## src/rtl/muldiv_pkg.sv

```systemverilog
// Shared types and helpers for the iterative RV32M multiply/divide unit.
// Operation codes match the instruction's funct3 field.
package muldiv_pkg;

  typedef enum logic [2:0] {
    OP_MUL    = 3'b000,
    OP_MULH   = 3'b001,
    OP_MULHSU = 3'b010,
    OP_MULHU  = 3'b011,
    OP_DIV    = 3'b100,
    OP_DIVU   = 3'b101,
    OP_REM    = 3'b110,
    OP_REMU   = 3'b111
  } md_op_e;

  typedef enum logic [1:0] {
    IDLE = 2'd0,
    CALC = 2'd1,
    DONE = 2'd2
  } md_state_e;

  localparam int MD_ITERATIONS = 32;

  function automatic logic is_div(input md_op_e op);
    return op inside {OP_DIV, OP_DIVU, OP_REM, OP_REMU};
  endfunction

  function automatic logic is_rem(input md_op_e op);
    return op inside {OP_REM, OP_REMU};
  endfunction

  function automatic logic op_signed_a(input md_op_e op);
    return op inside {OP_MUL, OP_MULH, OP_MULHSU, OP_DIV, OP_REM};
  endfunction

  function automatic logic op_signed_b(input md_op_e op);
    return op inside {OP_MUL, OP_MULH, OP_DIV, OP_REM};
  endfunction

endpackage

```

## src/rtl/e_muldiv_core.sv

```systemverilog
// Iteration datapath: shift-add multiplier and restoring divider on unsigned
// magnitudes. Both advance on every step; the parent picks the result.
module e_muldiv_core
  import muldiv_pkg::*;
#(
  parameter int DATA_WIDTH = 32
) (
  input  logic                    clk,
  input  logic                    rst,
  input  logic                    load,
  input  logic                    step,
  input  logic [DATA_WIDTH-1:0]   a_mag,
  input  logic [DATA_WIDTH-1:0]   b_mag,
  output logic [2*DATA_WIDTH-1:0] product,
  output logic [DATA_WIDTH-1:0]   quotient,
  output logic [DATA_WIDTH-1:0]   remainder
);

  localparam int W = DATA_WIDTH;

  logic [2*W-1:0] prod_q;
  logic [W-1:0]   mcand_q;
  logic [W-1:0]   dvsr_q;
  logic [W-1:0]   quot_q;
  logic [W-1:0]   rem_q;

  logic [W:0]     mul_sum;
  logic [W:0]     div_shift;
  logic [W:0]     div_diff;
  logic           div_take;

  // Multiplier occupies the low half of prod_q and is consumed LSB first.
  assign mul_sum   = {1'b0, prod_q[2*W-1:W]} + (prod_q[0] ? {1'b0, mcand_q} : '0);
  assign div_shift = {rem_q, quot_q[W-1]};
  assign div_diff  = div_shift - {1'b0, dvsr_q};
  // A clear top bit means the shifted remainder was at least the divisor.
  assign div_take  = ~div_diff[W];

  always_ff @(posedge clk) begin
    if (rst) begin
      prod_q  <= '0;
      mcand_q <= '0;
      dvsr_q  <= '0;
      quot_q  <= '0;
      rem_q   <= '0;
    end else if (load) begin
      prod_q  <= {{W{1'b0}}, b_mag};
      mcand_q <= a_mag;
      dvsr_q  <= b_mag;
      quot_q  <= a_mag;
      rem_q   <= '0;
    end else if (step) begin
      prod_q  <= {mul_sum, prod_q[W-1:1]};
      rem_q   <= div_take ? div_diff[W-1:0] : div_shift[W-1:0];
      quot_q  <= {quot_q[W-2:0], div_take};
    end
  end

  assign product   = prod_q;
  assign quotient  = quot_q;
  assign remainder = rem_q;

endmodule

```

## src/rtl/e_muldiv_unit.sv

```systemverilog
// Execute-stage RV32M unit: accepts an M instruction, stalls the pipeline for
// 32 iterations, then presents a sign-corrected result for one cycle.
module e_muldiv_unit
  import muldiv_pkg::*;
#(
  parameter int DATA_WIDTH = 32
) (
  input  logic                  clk,
  input  logic                  rst,
  input  logic                  E_md_start,
  input  logic [2:0]            E_md_op,
  input  logic [DATA_WIDTH-1:0] E_r_out1,
  input  logic [DATA_WIDTH-1:0] E_r_out2,
  input  logic [4:0]            E_rd,
  input  logic                  E_flush,
  output logic                  E_md_stall,
  output logic                  E_md_done,
  output logic [DATA_WIDTH-1:0] E_md_result,
  output logic [4:0]            E_md_rd
);

  localparam int W = DATA_WIDTH;

  md_state_e      state;
  logic [4:0]     count;
  md_op_e         op_q;
  logic [4:0]     rd_q;
  logic           res_neg_q;
  logic           div_zero_q;
  logic [W-1:0]   result_hold;
  logic [4:0]     rd_hold;

  md_op_e         op_in;
  logic           accept;
  logic           last_iter;
  logic           a_neg;
  logic           b_neg;
  logic [W-1:0]   a_mag;
  logic [W-1:0]   b_mag;

  logic [2*W-1:0] product;
  logic [W-1:0]   quotient;
  logic [W-1:0]   remainder;
  logic [2*W-1:0] prod_s;
  logic [W-1:0]   quot_s;
  logic [W-1:0]   rem_s;
  logic [W-1:0]   sel_result;

  assign op_in     = md_op_e'(E_md_op);
  assign accept    = (state == IDLE) && E_md_start && !E_flush;
  assign last_iter = (count == 5'(MD_ITERATIONS - 1));

  // 0x80000000 negates to itself, which is its correct unsigned magnitude.
  assign a_neg = op_signed_a(op_in) && E_r_out1[W-1];
  assign b_neg = op_signed_b(op_in) && E_r_out2[W-1];
  assign a_mag = a_neg ? -E_r_out1 : E_r_out1;
  assign b_mag = b_neg ? -E_r_out2 : E_r_out2;

  e_muldiv_core #(
    .DATA_WIDTH(W)
  ) u_core (
    .clk       (clk),
    .rst       (rst),
    .load      (accept),
    .step      (state == CALC),
    .a_mag     (a_mag),
    .b_mag     (b_mag),
    .product   (product),
    .quotient  (quotient),
    .remainder (remainder)
  );

  always_ff @(posedge clk) begin
    if (rst) begin
      state       <= IDLE;
      count       <= '0;
      op_q        <= OP_MUL;
      rd_q        <= '0;
      res_neg_q   <= 1'b0;
      div_zero_q  <= 1'b0;
      result_hold <= '0;
      rd_hold     <= '0;
    end else begin
      case (state)
        IDLE: begin
          if (accept) begin
            state      <= CALC;
            count      <= '0;
            op_q       <= op_in;
            rd_q       <= E_rd;
            res_neg_q  <= is_rem(op_in) ? a_neg : (a_neg ^ b_neg);
            div_zero_q <= is_div(op_in) && (E_r_out2 == '0);
          end
        end
        CALC: begin
          if (E_flush) begin
            state <= IDLE;
          end else begin
            count <= count + 5'd1;
            if (last_iter) state <= DONE;
          end
        end
        DONE: begin
          state <= IDLE;
          if (!E_flush) begin
            result_hold <= sel_result;
            rd_hold     <= rd_q;
          end
        end
        default: state <= IDLE;
      endcase
    end
  end

  always_comb begin
    prod_s     = res_neg_q ? -product : product;
    quot_s     = res_neg_q ? -quotient : quotient;
    rem_s      = res_neg_q ? -remainder : remainder;
    sel_result = '0;
    case (op_q)
      OP_MUL:                       sel_result = prod_s[W-1:0];
      OP_MULH, OP_MULHSU, OP_MULHU: sel_result = prod_s[2*W-1:W];
      OP_DIV, OP_DIVU:              sel_result = div_zero_q ? '1 : quot_s;
      OP_REM, OP_REMU:              sel_result = rem_s;
      default:                      sel_result = '0;
    endcase
  end

  // Result is live in DONE and held afterwards until the next completion.
  assign E_md_done   = (state == DONE) && !E_flush;
  assign E_md_stall  = accept || (state == CALC);
  assign E_md_result = (state == DONE) ? sel_result : result_hold;
  assign E_md_rd     = (state == DONE) ? rd_q : rd_hold;

endmodule

```

## config.mk

```make
export PLATFORM = sky130hd
export DESIGN_NAME = e_muldiv_unit
export DESIGN_NICKNAME = d
export VERILOG_FILES = /design/src/rtl/muldiv_pkg.sv /design/src/rtl/e_muldiv_core.sv /design/src/rtl/e_muldiv_unit.sv
export SDC_FILE = /design/constraint.sdc
export NUM_CORES = 1
export LEC_CHECK = 0
export BUFFER_PORTS_ARGS = -buffer_cell sky130_fd_sc_hd__buf_2
export CAP_MARGIN = 15
export CORE_AREA = 2 2 175 177
export DETAILED_ROUTE_END_ITERATION = 6
export DIE_AREA = 0 0 177 179
export PLACE_DENSITY = 0.79
export SLEW_MARGIN = 25
export SYNTH_ARGS = -nofsm -noshare
export SYNTH_HDL_FRONTEND = slang
export SYNTH_SLANG_ARGS = --single-unit
```

## constraint.sdc

```tcl
create_clock -name clk -period 10.6 [get_ports clk]
set_input_delay 2.65 -clock clk [delete_from_list [all_inputs] [get_ports clk]]
set_output_delay 2.65 -clock clk [all_outputs]
set_load 0.005 [all_outputs]
```

==> metrics.csv, run 1 <==
stage;metric;value;unit
run_status;outcome;finished, final reports clean;
drt;drcViolationCount;0;
synth;netlist_area;0.0177;mm2
clocking;htree_levels;1;
min_path;hold_path_class;reg2reg;
clocking;ctsResizeCount;0;
sta;min_period_over_period;0.673;
synth;synth_ff_type;dfxtp_1;
floorplanning;ios;115;
place;placed_cells;2665;
floorplanning;start_util;0.590;
setup_path;start_kind;flip-flop;
synth;ys_warn_count;0;
floorplanning;core_area;0.0300;mm2
sta;relSlewSlack;0.209;
clocking;clockRootBuffer;clkbuf_16;
finish;num-nets-final;2447;
sta;finClkSkew;18.1;ps
synth;seq_area_frac_synth;0.278;
power_and_ir_drop;leakagePower;7.67;nW
sta;tns;0;ps
synth;synth_edf_count;0;
clocking;cts.clk_slew.worst_paths;60;ps
floorplanning;core.rowCount;64;
floorplanning;fp.dieH;179;um
sta;rsz0062_at_grt;no;
clocking;cts_buffer_depth;3;
clocking;clkLatencyLatePin;550;ps
synth;synth_cell_type_count;79;
floorplanning;die-area;0.0317;mm2
place;gp_congestion;0.969;
sta;setup_slack;3470;ps
power_and_ir_drop;ir_worst_vdd;0.124;mV
sta;holdWs;452;ps
synth;syn_inst;2286;
global_route;grt-ovfl-total;0;
sta;worst_pin_slew;1180;ps
power_and_ir_drop;p_per_area;139;mW/mm2
clocking;cts_made_buffers;27;
synth;yosys_register_bits;246;
synth;synth_area_per_cell;7.75;um2
clocking;cts_tree;yes;
drt;routedWlPerCell;20.5;um
setup_path;end_kind;output port;
global_route;antenna_found_initial;2;
drt;postRouteAntennaNets;0;
place;dp_hpwl;41800;um
synth;synth_fp_nets;2435;
clocking;cts_setup_buffers;0;
sta;timing.final.crit_period;7130;ps
global_route;grt_pass1_vias;15748;
drt;wirelength;55600;um
power_and_ir_drop;p_total;2.68;mW
finish;fin_cells;2712;
sta;maxSlewViolCount;0;
drt;viasPerCell;6.46;
clocking;hold_buffers;0;
drt;firstDrtPassIters;6;
sta;setup_violations;0;
global_route;grt_pass1_wl;86700;um
synth;async_flop_share;0;
setup_path;crit_fanout;8;
drt;first_iter_violations;1807;
setup_path;cp.arrival;4480;ps
place;io_buffers;114;
sta;clock.fmax;0.140;GHz
finish;n_fill_cell;2658;
place;dp_slack;3720;ps
finish;area_growth;8.84;%
global_route;grt_max_degree;87;
finish;drive_gt1_frac;0.0993;
job;max_cap_violations;0;
setup_path;crit_required;7950;ps
sta;final_hold_viol_count;0;
floorplanning;die_w;177;um
drt;vias;17512;
finish;antenna_cells;0;
clocking;numClockSinks;246;
global_route;groute.usage.overall;0.346;
setup_path;worst-setup-path-type;reg2out;
[flip-flops by register name, indices dropped and copies added, names as in the netlist]
name              flops
rd_hold               5
u_core.product       64
count                 5
res_neg_q             1
rd_q                  5
u_core.quotient      32
u_core.remainder     32
div_zero_q            1
result_hold          32
u_core.dvsr_q        32
u_core.mcand_q       32
op_q                  3
state                 2
[path summary, 6_finish.rpt]
path | from | end | slack (ps) | cells past startpoint
max | u_core.remainder[5]$_SDFFE_PP0P_ | E_md_result[31] | 3470 | 11
min | u_core.mcand_q[0]$_SDFFE_PP0P_ | u_core.mcand_q[0]$_SDFFE_PP0P_ | 450 | 2
max reg2reg | u_core.quotient[31]$_SDFFE_PP0P_ | u_core.remainder[19]$_SDFFE_PP0P_ | 6310 | 13
min reg2reg | u_core.mcand_q[0]$_SDFFE_PP0P_ | u_core.mcand_q[0]$_SDFFE_PP0P_ | 450 | 2
[power breakdown]
group	switching, mW	total [mW]	internal, mW
clock	0.396	0.947	0.551
combinational	0.423	0.699	0.276
sequential	0.0639	1.04	0.972
total	0.883	2.68	1.80
[final cells by class]
cell class	instances	area, um2	area share
multi-input cells	1823	12000	0.623
flip-flops and latches	246	4930	0.256
clock buffers	36	759	0.0394
repair buffers	132	708	0.0367
well taps	396	495	0.0257
inverters	68	255	0.0132
clock inverters	11	125	0.00649
[critical path: stages (launching register included)]
cell and delay [ps]:
dfxtp_1 380, or4_1 610, nor4_1 730, nand4_1 310, or3_1 420, o41ai_1 260
o221ai_1 200, o311ai_0 200, o221ai_1 190, a21oi_1 320, o21ai_0 140, buf_2 170
[layer usage]
| metal | routed length [um] | global-route usage | up-vias |
|---|---|---|---|
| met2 | 24200 | 0.540 | 859 |
| met5 | 0 | 0 | - |
| met4 | 1610 | 0.103 | 0 |
| met1 | 24800 | 0.498 | 8219 |
| li1 | - | - | 8314 |
| met3 | 5000 | 0.0418 | 120 |
[placed cells by master (no fill, tap or decap), drive strengths merged, types with 36 or more instances in the layout]
cell type / synthesis / final
a21boi: 58 / 58
o21a: 37 / 37
ha: 71 / 71
a211oi: 49 / 49
xnor2: 120 / 120
buf: 14 / 132
inv: 67 / 68
nand2: 234 / 234
and2: 40 / 40
a21oi: 228 / 228
nor2: 153 / 153
a21o: 48 / 48
nor3: 37 / 37
clkbuf: 135 / 36
dfxtp: 246 / 246
xor2: 98 / 98
mux2i: 64 / 64
o21ai: 173 / 173
[Yosys cell counts (all sizes together) (12+ instances only)]
master / n / area [um2]
mux2i: 64 / 641
inv: 67 / 251
or4: 26 / 203
a31oi: 23 / 144
nand3: 28 / 140
or3: 23 / 149
buf: 14 / 67.6
o22ai: 14 / 87.6
a22oi: 12 / 90.1
nand4: 13 / 81.3
o21a: 37 / 278
o41ai: 19 / 185
nor3: 37 / 185
o21bai: 13 / 97.6
xor2: 98 / 858
o221a: 12 / 135
a211oi: 49 / 368
nor4: 26 / 178
mux2: 12 / 135
nor2: 153 / 574
a21oi: 228 / 1140
o31ai: 35 / 263
nand2b: 18 / 113
and2: 40 / 250
ha: 71 / 888
a21boi: 58 / 435
clkbuf: 135 / 507
nand2: 234 / 878
or2: 12 / 75.1
xnor2: 120 / 1050
dfxtp: 246 / 4920
o21ai: 173 / 866
a21o: 48 / 360
[logic make-up after synthesis]
logic type	count (synthesis)	synth area share
xor+xnor	218	0.108
flops	246	0.278
fa+ha+maj	73	0.0524
buf+inv	217	0.0468
mux	76	0.0438
simple gates	652	0.178
compound gates	804	0.293
[stage by stage]
step                      instance area (um2)   util
final                                   19300  0.642
after global routing                    19300  0.642
after CTS                               19300  0.642
after detailed placement                18400  0.612
after global placement                  18400  0.612
after floorplan                         17700      -
Note: power is estimated with default switching activity, not from simulation.
==> run 2, diff against run 1 <==
--- a/config.mk
+++ b/config.mk
@@ -7,10 +7,10 @@
 export LEC_CHECK = 0
 export BUFFER_PORTS_ARGS = -buffer_cell sky130_fd_sc_hd__buf_2
 export CAP_MARGIN = 15
-export CORE_AREA = 2 2 175 177
+export CORE_AREA = 2 2 181 183
 export DETAILED_ROUTE_END_ITERATION = 6
-export DIE_AREA = 0 0 177 179
-export PLACE_DENSITY = 0.79
+export DIE_AREA = 0 0 183 185
+export PLACE_DENSITY = 0.77
 export SLEW_MARGIN = 25
 export SYNTH_ARGS = -nofsm -noshare
 export SYNTH_HDL_FRONTEND = slang
==> constraint.sdc (replaced) <==
create_clock -name clk -period 5.8 [get_ports clk]
set_input_delay 1.45 -clock clk [delete_from_list [all_inputs] [get_ports clk]]
set_output_delay 1.45 -clock clk [all_outputs]
set_load 0.005 [all_outputs]
==> run 2 against run 1 <==
Net effect:
- sequential share of layout area decreased by 0.22 points
- sequential power increased by 82%
- flip-flop and latch count unchanged
- critical path depth unchanged
- largest cell class unchanged
==> metrics.csv, run 2 (same netlist as run 1, synthesis figures left out) <==
stage;metric;value;unit
run_status;outcome;finished, final reports clean;
sta;relSlewSlack;0.294;
sta;tns;0;ps
clocking;cts_buffer_depth;3;
place;io_buffers;114;
global_route;antenna_found_initial;1;
drt;drcViolationCount;0;
setup_path;slowest_stage;or4_4;
power_and_ir_drop;ir_worst_vdd;0.211;mV
sta;timing.final.crit_period;5650;ps
finish;final_cell_mix;245 x dfxtp_1, 234 x nand2_1, 227 x a21oi_1;
clocking;cts_setup_buffers;0;
floorplanning;die-area;0.0339;mm2
setup_path;crit_top_cell;or4_4;
sta;clock.fmax;0.177;GHz
sta;setup_slack;154;ps
setup_path;start_kind;flip-flop;
drt;viasPerCell;6.42;
job;max_cap_violations;0;
global_route;groute.usage.overall;0.332;
drt;postRouteAntennaNets;0;
setup_path;rr_endpoint;u_core.remainder[19]$_SDFFE_PP0P_;
finish;largest_reg_flops;64;
sta;rsz0062_at_grt;no;
min_path;hold_path_class;reg2reg;
sta;finClkSkew;13.6;ps
drt;routedWlPerCell;20.9;um
finish;area_growth;9.78;%
place;gp_congestion;1.04;
power_and_ir_drop;leakagePower;7.74;nW
global_route;grt_pass1_wl;89600;um
setup_path;path_buf_inv;1;
setup_path;reg2reg_from;u_core.quotient[31]$_SDFFE_PP0P_;
floorplanning;ios;115;
sta;min_period_over_period;0.973;
setup_path;reg2regPathDepth;13;
drt;firstDrtPassIters;5;
min_path;min_from;rd_hold[1]$_SDFFE_PP0P_;
clocking;cts_tree;yes;
setup_path;rrSetupSlack;1340;ps
clocking;clockRootBuffer;clkbuf_16;
finish;final_common_cell;dfxtp_1;
clocking;cts_made_buffers;27;
sta;setup_violations;0;
clocking;cts.clk_slew.worst_paths;60;ps
global_route;grt_pass1_vias;15942;
power_and_ir_drop;p_per_area;261;mW/mm2
sta;maxSlewViolCount;0;
sta;worst_pin_slew;1060;ps
finish;drive_gt1_frac;0.105;
setup_path;end_kind;output port;
global_route;grt_max_degree;90;
min_path;whs_path_depth;2;
drt;first_iter_violations;1956;
setup_path;path_cells;or4_4, nand4b_4, or4_4, or3_4, or2_4, nor4b_2, mux2i_1, o221ai_1, a21oi_2, o21ai_0, buf_2;
setup_path;crit_fanout;8;
floorplanning;core_area;0.0320;mm2
floorplanning;core.rowCount;66;
finish;num-nets-final;2455;
setup_path;slowest_delay;580;ps
setup_path;cp_top_family;simple AND/OR/NAND/NOR gates;
global_route;grt-ovfl-total;0;
floorplanning;start_util;0.553;
setup_path;worst-setup-path-type;reg2out;
setup_path;worst-path-stages;11;
setup_path;crit_required;4350;ps
drt;wirelength;57100;um
floorplanning;fp.dieH;185;um
floorplanning;die_w;183;um
sta;final_hold_viol_count;0;
finish;antenna_cells;0;
drt;vias;17549;
clocking;numClockSinks;246;
clocking;clkLatencyLatePin;550;ps
setup_path;cp.arrival;4200;ps
place;dp_hpwl;42900;um
min_path;min_to;rd_hold[1]$_SDFFE_PP0P_;
clocking;htree_levels;1;
clocking;hold_buffers;0;
place;dp_slack;633;ps
==> run 2: changes by cell type in the layout (fill, tap and decap cells not counted), moves of 2 or more <==
cell,previous run,this run
buf_4,19,27
clkinv_2,3,1
clkinv_4,3,0
nor3b_1,5,3
clkbuf_1,4,6
bufinv_16,2,5
nor3b_2,0,2
==> run 2: tightest hold or removal path: stages (launching register included) <==
cell and delay [ps]:
dfxtp_1 300, nand2_1 50, a21oi_1 50
==> run 2: worst max path at each step <==
| stage | from | end |
|---|---|---|
| finish | u_core.product[11]$_SDFFE_PP0P_ | E_md_result[31] |
| global route | u_core.product[11]$_SDFFE_PP0P_ | E_md_result[31] |
| CTS | u_core.product[11]$_SDFFE_PP0P_ | E_md_result[31] |
| detailed placement | u_core.product[11]$_SDFFE_PP0P_ | E_md_result[31] |
| global placement | u_core.product[11]$_SDFFE_PP0P_ | E_md_result[31] |
| floorplan | u_core.product[11]$_SDFFE_PP0P_ | E_md_result[23] |
==> run 2: layout make-up <==
type	count	area (um2)
inverters	68	255
flip-flops and latches	246	4930
fillers	2881	12600
multi-input cells	1823	12000
clock inverters	11	195
repair buffers	140	768
well taps	408	510
clock buffers	37	753
==> run 2: where the power goes <==
group,switching (mW),total (mW),internal [mW]
Clock,0.730,1.86,1.13
Sequential,0.117,1.89,1.78
Combinational,0.803,1.32,0.513
==> run 2: timing repair <==
item                                   4_1_cts  5_1_grt
setup endpoints to repair                    0        4
endpoints found under the hold margin        0        0
resized for setup                            0        6
==> run 2: per-stage QoR <==
| step | area [um2] | power (mW) | util | cells | hold WS [ps] |
|---|---|---|---|---|---|
| after floorplan | 17700 | 2.81 | - | 2286 | 415 |
| after global placement | 18500 | 3.17 | 0.576 | 2685 | 436 |
| after detailed placement | 18500 | 3.20 | 0.576 | 2685 | 445 |
| after CTS | 19400 | 5.04 | 0.606 | 2733 | 455 |
| after global routing | 19400 | 5.27 | 0.607 | 2733 | 479 |
| final | 19400 | 5.07 | 0.607 | 2733 | 453 |
==> run 2: routing by layer <==
layer,GRT usage,part of all wire,up-vias
li1,-,-,8330
met1,0.486,0.45,8263
met2,0.517,0.43,848
met3,0.0372,0.093,106
met4,0.0922,0.028,2
met5,0,0.00026,-
